$ cat config.mk
export PLATFORM = sky130hd
export DESIGN_NAME = mem_port_arbiter_flat
export DESIGN_NICKNAME = d
export VERILOG_FILES = /design/src/rtl/mem_port_arbiter_if.sv /design/src/rtl/mem_port_arbiter.sv /design/src/flat_wrapper.sv
export SDC_FILE = /design/constraint.sdc
export NUM_CORES = 1
export LEC_CHECK = 0
export ABC_AREA = 1
export CAP_MARGIN = 15
export CORE_ASPECT_RATIO = 1.5
export CORE_UTILIZATION = 43
export CTS_BUF_LIST = sky130_fd_sc_hd__clkbuf_2 sky130_fd_sc_hd__clkbuf_4 sky130_fd_sc_hd__clkbuf_8
export CTS_CLUSTER_DIAMETER = 60
export CTS_CLUSTER_SIZE = 8
export DETAILED_ROUTE_END_ITERATION = 16
export PLACE_DENSITY = 0.83
export SYNTH_ARGS = -nofsm -noshare
export SYNTH_HDL_FRONTEND = slang
export SYNTH_SLANG_ARGS = --single-unit
export TNS_END_PERCENT = 20
$ cat constraint.sdc
create_clock -name clk -period 2.15 [get_ports clk]
set_input_delay 0.645 -clock clk [delete_from_list [all_inputs] [get_ports clk]]
set_output_delay 0.645 -clock clk [all_outputs]
set_load 0.02 [all_outputs]
$ cat src/rtl/mem_port_arbiter_if.sv
// Bundle of the fetch, data and memory-port signals shared by the
// memory port arbiter and the pipeline/memory that surround it.
interface mem_port_arbiter_if #(
  parameter int unsigned AW = 32,
  parameter int unsigned DW = 32
);
  logic          ifReq;
  logic [AW-1:0] ifAddr;
  logic [DW-1:0] ifRdata;
  logic          ifReady;
  logic          dReq;
  logic          dWe;
  logic [AW-1:0] dAddr;
  logic [DW-1:0] dWdata;
  logic [DW-1:0] dRdata;
  logic          dReady;
  logic          memEn;
  logic          memWe;
  logic [AW-1:0] memAddr;
  logic [DW-1:0] memWdata;
  logic [DW-1:0] memRdata;
  logic          stallIF;
  logic          stallMEM;

  modport master (
    output ifReq, ifAddr, dReq, dWe, dAddr, dWdata, memRdata,
    input  ifRdata, ifReady, dRdata, dReady,
    input  memEn, memWe, memAddr, memWdata, stallIF, stallMEM
  );

  modport slave (
    input  ifReq, ifAddr, dReq, dWe, dAddr, dWdata, memRdata,
    output ifRdata, ifReady, dRdata, dReady,
    output memEn, memWe, memAddr, memWdata, stallIF, stallMEM
  );
endinterface

$ cat src/rtl/mem_port_arbiter.sv
// Shares one fixed-latency single-ported memory between instruction fetch
// and the memory stage; data requests win, results return as ready pulses.
module mem_port_arbiter #(
  parameter int unsigned LATENCY = 2,
  parameter int unsigned AW      = 32,
  parameter int unsigned DW      = 32
) (
  input  logic                clk,
  input  logic                rst,
  mem_port_arbiter_if.slave   bus
);

  localparam int unsigned      CW       = (LATENCY > 1) ? $clog2(LATENCY) : 1;
  localparam logic [CW-1:0]    CNT_LAST = CW'(LATENCY - 1);

  typedef enum logic [1:0] {IDLE, BUSY_D, BUSY_I} state_t;

  state_t        state, state_n;
  logic [CW-1:0] cnt, cnt_n;
  logic [AW-1:0] addr_q, addr_n;
  logic [DW-1:0] wdata_q, wdata_n;
  logic          we_q, we_n;
  logic [DW-1:0] if_rdata_q, if_rdata_n;
  logic [DW-1:0] d_rdata_q, d_rdata_n;
  logic          if_ready_q, if_ready_n;
  logic          d_ready_q, d_ready_n;
  logic          busy;
  logic          last;

  assign busy = (state != IDLE);
  assign last = (cnt == '0);

  always_ff @(posedge clk) begin
    if (rst) begin
      state      <= IDLE;
      cnt        <= '0;
      addr_q     <= '0;
      wdata_q    <= '0;
      we_q       <= 1'b0;
      if_rdata_q <= '0;
      d_rdata_q  <= '0;
      if_ready_q <= 1'b0;
      d_ready_q  <= 1'b0;
    end else begin
      state      <= state_n;
      cnt        <= cnt_n;
      addr_q     <= addr_n;
      wdata_q    <= wdata_n;
      we_q       <= we_n;
      if_rdata_q <= if_rdata_n;
      d_rdata_q  <= d_rdata_n;
      if_ready_q <= if_ready_n;
      d_ready_q  <= d_ready_n;
    end
  end

  always_comb begin
    state_n    = state;
    cnt_n      = cnt;
    addr_n     = addr_q;
    wdata_n    = wdata_q;
    we_n       = we_q;
    if_rdata_n = if_rdata_q;
    d_rdata_n  = d_rdata_q;
    if_ready_n = 1'b0;
    d_ready_n  = 1'b0;
    unique case (state)
      IDLE: begin
        // A requester whose ready is high this cycle is still showing the
        // request that just completed, so it must not be granted again.
        if (bus.dReq && !d_ready_q) begin
          state_n = BUSY_D;
          cnt_n   = CNT_LAST;
          addr_n  = bus.dAddr;
          we_n    = bus.dWe;
          wdata_n = bus.dWdata;
        end else if (bus.ifReq && !if_ready_q) begin
          state_n = BUSY_I;
          cnt_n   = CNT_LAST;
          addr_n  = bus.ifAddr;
          we_n    = 1'b0;
          wdata_n = '0;
        end
      end
      BUSY_D: begin
        if (last) begin
          state_n = IDLE;
          if (bus.dReq) begin
            d_ready_n = 1'b1;
            if (!we_q) d_rdata_n = bus.memRdata;
          end
        end else begin
          cnt_n = cnt - CW'(1);
        end
      end
      BUSY_I: begin
        // A withdrawn fetch still occupies the port but returns nothing.
        if (last) begin
          state_n = IDLE;
          if (bus.ifReq) begin
            if_ready_n = 1'b1;
            if_rdata_n = bus.memRdata;
          end
        end else begin
          cnt_n = cnt - CW'(1);
        end
      end
      default: state_n = IDLE;
    endcase
  end

  assign bus.memEn    = busy;
  assign bus.memWe    = busy && we_q && last;
  assign bus.memAddr  = busy ? addr_q : '0;
  assign bus.memWdata = busy ? wdata_q : '0;
  assign bus.ifRdata  = if_rdata_q;
  assign bus.dRdata   = d_rdata_q;
  assign bus.ifReady  = if_ready_q;
  assign bus.dReady   = d_ready_q;
  assign bus.stallIF  = bus.ifReq && !if_ready_q;
  assign bus.stallMEM = bus.dReq && !d_ready_q;

endmodule

$ cat src/flat_wrapper.sv
// flat-port wrapper written by rule: the top's interface ports become plain ports
module mem_port_arbiter_flat 
#(
  parameter int unsigned LATENCY = 2,
  parameter int unsigned AW      = 32,
  parameter int unsigned DW      = 32
)
  (clk, rst, bus_ifReq, bus_ifAddr, bus_dReq, bus_dWe, bus_dAddr, bus_dWdata, bus_memRdata, bus_ifRdata, bus_ifReady, bus_dRdata, bus_dReady, bus_memEn, bus_memWe, bus_memAddr, bus_memWdata, bus_stallIF, bus_stallMEM);
  mem_port_arbiter_if #(.AW(AW), .DW(DW)) bus_i ();
  input  logic clk;
  input  logic rst;
  input wire logic [$bits(bus_i.ifReq)-1:0] bus_ifReq;
  input wire logic [$bits(bus_i.ifAddr)-1:0] bus_ifAddr;
  input wire logic [$bits(bus_i.dReq)-1:0] bus_dReq;
  input wire logic [$bits(bus_i.dWe)-1:0] bus_dWe;
  input wire logic [$bits(bus_i.dAddr)-1:0] bus_dAddr;
  input wire logic [$bits(bus_i.dWdata)-1:0] bus_dWdata;
  input wire logic [$bits(bus_i.memRdata)-1:0] bus_memRdata;
  output wire logic [$bits(bus_i.ifRdata)-1:0] bus_ifRdata;
  output wire logic [$bits(bus_i.ifReady)-1:0] bus_ifReady;
  output wire logic [$bits(bus_i.dRdata)-1:0] bus_dRdata;
  output wire logic [$bits(bus_i.dReady)-1:0] bus_dReady;
  output wire logic [$bits(bus_i.memEn)-1:0] bus_memEn;
  output wire logic [$bits(bus_i.memWe)-1:0] bus_memWe;
  output wire logic [$bits(bus_i.memAddr)-1:0] bus_memAddr;
  output wire logic [$bits(bus_i.memWdata)-1:0] bus_memWdata;
  output wire logic [$bits(bus_i.stallIF)-1:0] bus_stallIF;
  output wire logic [$bits(bus_i.stallMEM)-1:0] bus_stallMEM;
  assign bus_i.ifReq = bus_ifReq;
  assign bus_i.ifAddr = bus_ifAddr;
  assign bus_i.dReq = bus_dReq;
  assign bus_i.dWe = bus_dWe;
  assign bus_i.dAddr = bus_dAddr;
  assign bus_i.dWdata = bus_dWdata;
  assign bus_i.memRdata = bus_memRdata;
  assign bus_ifRdata = bus_i.ifRdata;
  assign bus_ifReady = bus_i.ifReady;
  assign bus_dRdata = bus_i.dRdata;
  assign bus_dReady = bus_i.dReady;
  assign bus_memEn = bus_i.memEn;
  assign bus_memWe = bus_i.memWe;
  assign bus_memAddr = bus_i.memAddr;
  assign bus_memWdata = bus_i.memWdata;
  assign bus_stallIF = bus_i.stallIF;
  assign bus_stallMEM = bus_i.stallMEM;
  mem_port_arbiter #(.LATENCY(LATENCY), .AW(AW), .DW(DW)) u_core (.clk(clk), .rst(rst), .bus(bus_i));
endmodule
==> results.py <==
metrics = {
    "outcome": {
        "outcome": "complete, but fails checks",
        "violations": "negative setup slack",
    },
    "die": {
        "start_util_pct": 44.0,
        "die_w_um": 96.0,
        "core.rowCount": 51,
        "fp.dieArea_um2": 13700,
        "chipHeight_um": 143,
        "fp.coreArea_um2": 13000,
        "num_io_pins": 267,
    },
    "detailed_routing": {
        "route.final.wire_length_um": 18900,
        "routed_wire_length_per_instance_um": 14.6,
        "route.antenna.remaining_nets": 0,
        "drt_iter0_markers": 243,
        "detail_route.drc_violations": 0,
        "drtPass1Iterations": 4,
        "routed-via-count": 6343,
        "number_of_vias_per_cell_after_detailed_routing": 4.88,
    },
    "worst_setup_path": {
        "critPathMaxFanout": 6,
        "critical-path-top-delay-family": "buffers and inverters",
        "timing.critical_path.slowest_stage_cell": "sky130_fd_sc_hd__dfxtp_2",
        "cp_num_buf_inv": 4,
        "critPathMaxStageDelay_ps": 330,
        "arr_time_crit_path_ps": 1580,
        "worst_ep_required_time_ps": 1500,
        "cp_cell_sequence": "inv_2 -> ha_4 -> buf_8 -> clkbuf_16 -> nor2_4 -> buf_6",
        "timing.critical_path.from_type": "flop",
        "timing.critical_path.to_type": "primary output",
        "worstSetupPathType": "reg -> out",
    },
    "grt": {
        "met2_usage_pct": 46.1,
        "vias_in_the_first_global_route": 5946,
        "tot_gr_track_use_pct": 26.7,
        "antenna_violations_before_repair": 1,
        "met1_usage_pct": 28.0,
        "pin_count_of_the_biggest_net_entering_global_routing": 55,
        "globalRouteMet3Util_pct": 5.59,
        "grt.overflow.total": 0,
        "grt_first_pass_wirelength_um": 27900,
        "globalRoute.busiestLayer": "met2",
    },
    "cells_and_area": {
        "finish.instance_area_um2": 9730,
        "layout_common_cells": "sky130_fd_sc_hd__clkdlybuf4s50_1 (197), sky130_fd_sc_hd__nor2_1 (174), sky130_fd_sc_hd__nand2_1 (172)",
        "drive_above_1_share_pct": 19.6,
        "syn_to_final_growth_pct": 70.7,
        "num-nets-final": 1265,
        "most_common_library_cell_in_the_layout_ignoring_fill_and_taps": "sky130_fd_sc_hd__clkdlybuf4s50_1",
    },
    "clocking": {
        "clk_latency_ps": 440,
        "cts_tree": "yes",
        "clock_sink_count": 134,
        "holdBufCountCts": 0,
        "clock_transition_at_the_register_clock_pins_on_the_worst_setup_and_hold_paths_after_cts_ps": 80,
        "clock_buffers_created_by_tritoncts": 17,
        "clockRootBuffer": "sky130_fd_sc_hd__clkbuf_8",
        "ctsLongestPathBuffers": 2,
        "ctsHtreeMaxLevel": 4,
    },
    "sta": {
        "final-setup-viol-count": 41,
        "period_share_pct": 104,
        "finalClockSkew_ps": 9.46,
        "setup_ws_final_ps": -79.7,
        "worst_slew_margin_rel_pct": 74.0,
        "fmax_mhz": 448,
        "hold_viol": 0,
        "report.final.slew_viol_count": 0,
        "min_period_ps": 2230,
        "rsz_0062_raised_after_global_routing": "yes",
        "post_route_setup_tns_ps": -1980,
        "max_slew.worst_pin.slew_ps": 390,
    },
    "logic_synthesis": {
        "yosys_register_bits": 134,
        "synth_area_um2": 5700,
        "avgSynthCellArea_um2": 6.74,
        "sequential_cell_area_fraction_in_the_yosys_report_pct": 47.1,
        "post_synthesis_instance_total": 845,
        "synth_cell_types": 20,
        "yosys_warnings": 0,
        "postSynthNetCount": 982,
    },
    "placement": {
        "port_buffers": 266,
        "half_perimeter_wire_length_after_placement_um": 12200,
        "routabilityCongestion": 0.800,
        "placed_cell_area_um2": 8700,
    },
    "flow_run": {
        "cap_violations": 0,
    },
    "hold_path": {
        "hold_path.class": "reg -> reg",
    },
    "power": {
        "power_per_cell_area_nw_per_um2": 852,
        "power.leakage_nw": 3.99,
        "irDropWorstVdd_uv": 453,
    },
}
-- power breakdown --
part	switching [mW]	internal [mW]	total (mW)
logic	1.65	1.56	3.21
clock network	1.06	1.07	2.13
registers	0.162	2.79	2.95
total	2.87	5.42	8.29
-- registers in the layout (all words and copies together) (netlist names) --
signal	flops
u_core.cnt	1
u_core.bus.ifReady	1
u_core.addr_q	32
u_core.bus.dRdata	32
u_core.we_q	1
u_core.wdata_q	32
u_core.state	2
u_core.bus.dReady	1
u_core.bus.ifRdata	32
-- worst register-to-register path, stage by stage (launching register included) --
cell	delay (ps)
sky130_fd_sc_hd__dfxtp_2	340
sky130_fd_sc_hd__inv_2	50
sky130_fd_sc_hd__buf_4	130
sky130_fd_sc_hd__ha_1	160
sky130_fd_sc_hd__inv_1	50
sky130_fd_sc_hd__nor2_1	40
sky130_fd_sc_hd__nand3_1	80
sky130_fd_sc_hd__buf_4	250
sky130_fd_sc_hd__inv_2	120
sky130_fd_sc_hd__buf_4	190
sky130_fd_sc_hd__nor2_1	110
sky130_fd_sc_hd__nor2_1	60
-- layout make-up --
cell class,instances,area [µm²]
Timing Repair Buffer,320,3380
Sequential cell,134,2690
Clock buffer,19,249
Fill cell,957,3230
Antenna cell,1,2.50
Clock inverter,13,149
Tap cell,159,199
Multi-Input combinational cell,577,2770
Inverter,78,293
-- cells by family after synthesis --
logic type | after synthesis | share of synthesized area, %
AND/OR/NAND/NOR | 409 | 27.5
adder cells (fa/ha/maj) | 4 | 0.879
flip-flops | 134 | 47.1
buffers and inverters | 134 | 10.1
AO/OA/AOI/OAI | 164 | 14.4
-- metal layers --
metal | vias to the layer above | wire [µm]
met3 | 76 | 972
met4 | 0 | 1070
met5 | - | 0
met2 | 240 | 9800
li1 | 3167 | -
met1 | 2860 | 7100
-- cell usage after synthesis, drive strengths merged --
library cell	count	area, µm²
nand2	175	674
nor3	1	5.00
nor2	229	867
ha	4	50.1
clkbuf	19	72.6
nand3	4	20.0
buf	37	211
a21oi	68	340
o21ai	96	480
dfxtp	134	2680
inv	78	293
-- path summary, 6_finish.rpt --
path / cells past startpoint / slack [ps] / to / start
setup reg to reg: 11 / 490 / u_core.bus.dRdata[30]$_SDFFE_PP0P_ / u_core.state[1]$_SDFFE_PP0P_
setup / recovery: 6 / -80 / bus_memWdata[19] / u_core.state[0]$_SDFFE_PP0P_
hold reg to reg: 2 / 460 / u_core.wdata_q[14]$_SDFFE_PP0P_ / u_core.wdata_q[14]$_SDFFE_PP0P_
hold / removal: 2 / 460 / u_core.wdata_q[14]$_SDFFE_PP0P_ / u_core.wdata_q[14]$_SDFFE_PP0P_
-- repair_timing --
item / 4_1_cts / 5_1_grt
resized for setup: 373 / 105
gates cloned: 6 / 2
buffers inserted: 10 / 1
pin swaps: 10 / 28
endpoints found under the setup margin: 67 / 63
-- metrics by stage --
stage	hold slack (ps)	setup slack, ps	cells	power (mW)	util, %
after floorplan	439	141	845	4.31	-
after global placement	447	-368	1249	5.44	67.1
after detailed placement	453	-404	1249	5.49	67.1
after CTS	465	-89.3	1297	7.98	71.9
after global routing	478	-146	1301	8.73	75.1
final	464	-79.7	1301	8.29	75.1
Power figures use the tool's default switching activity.
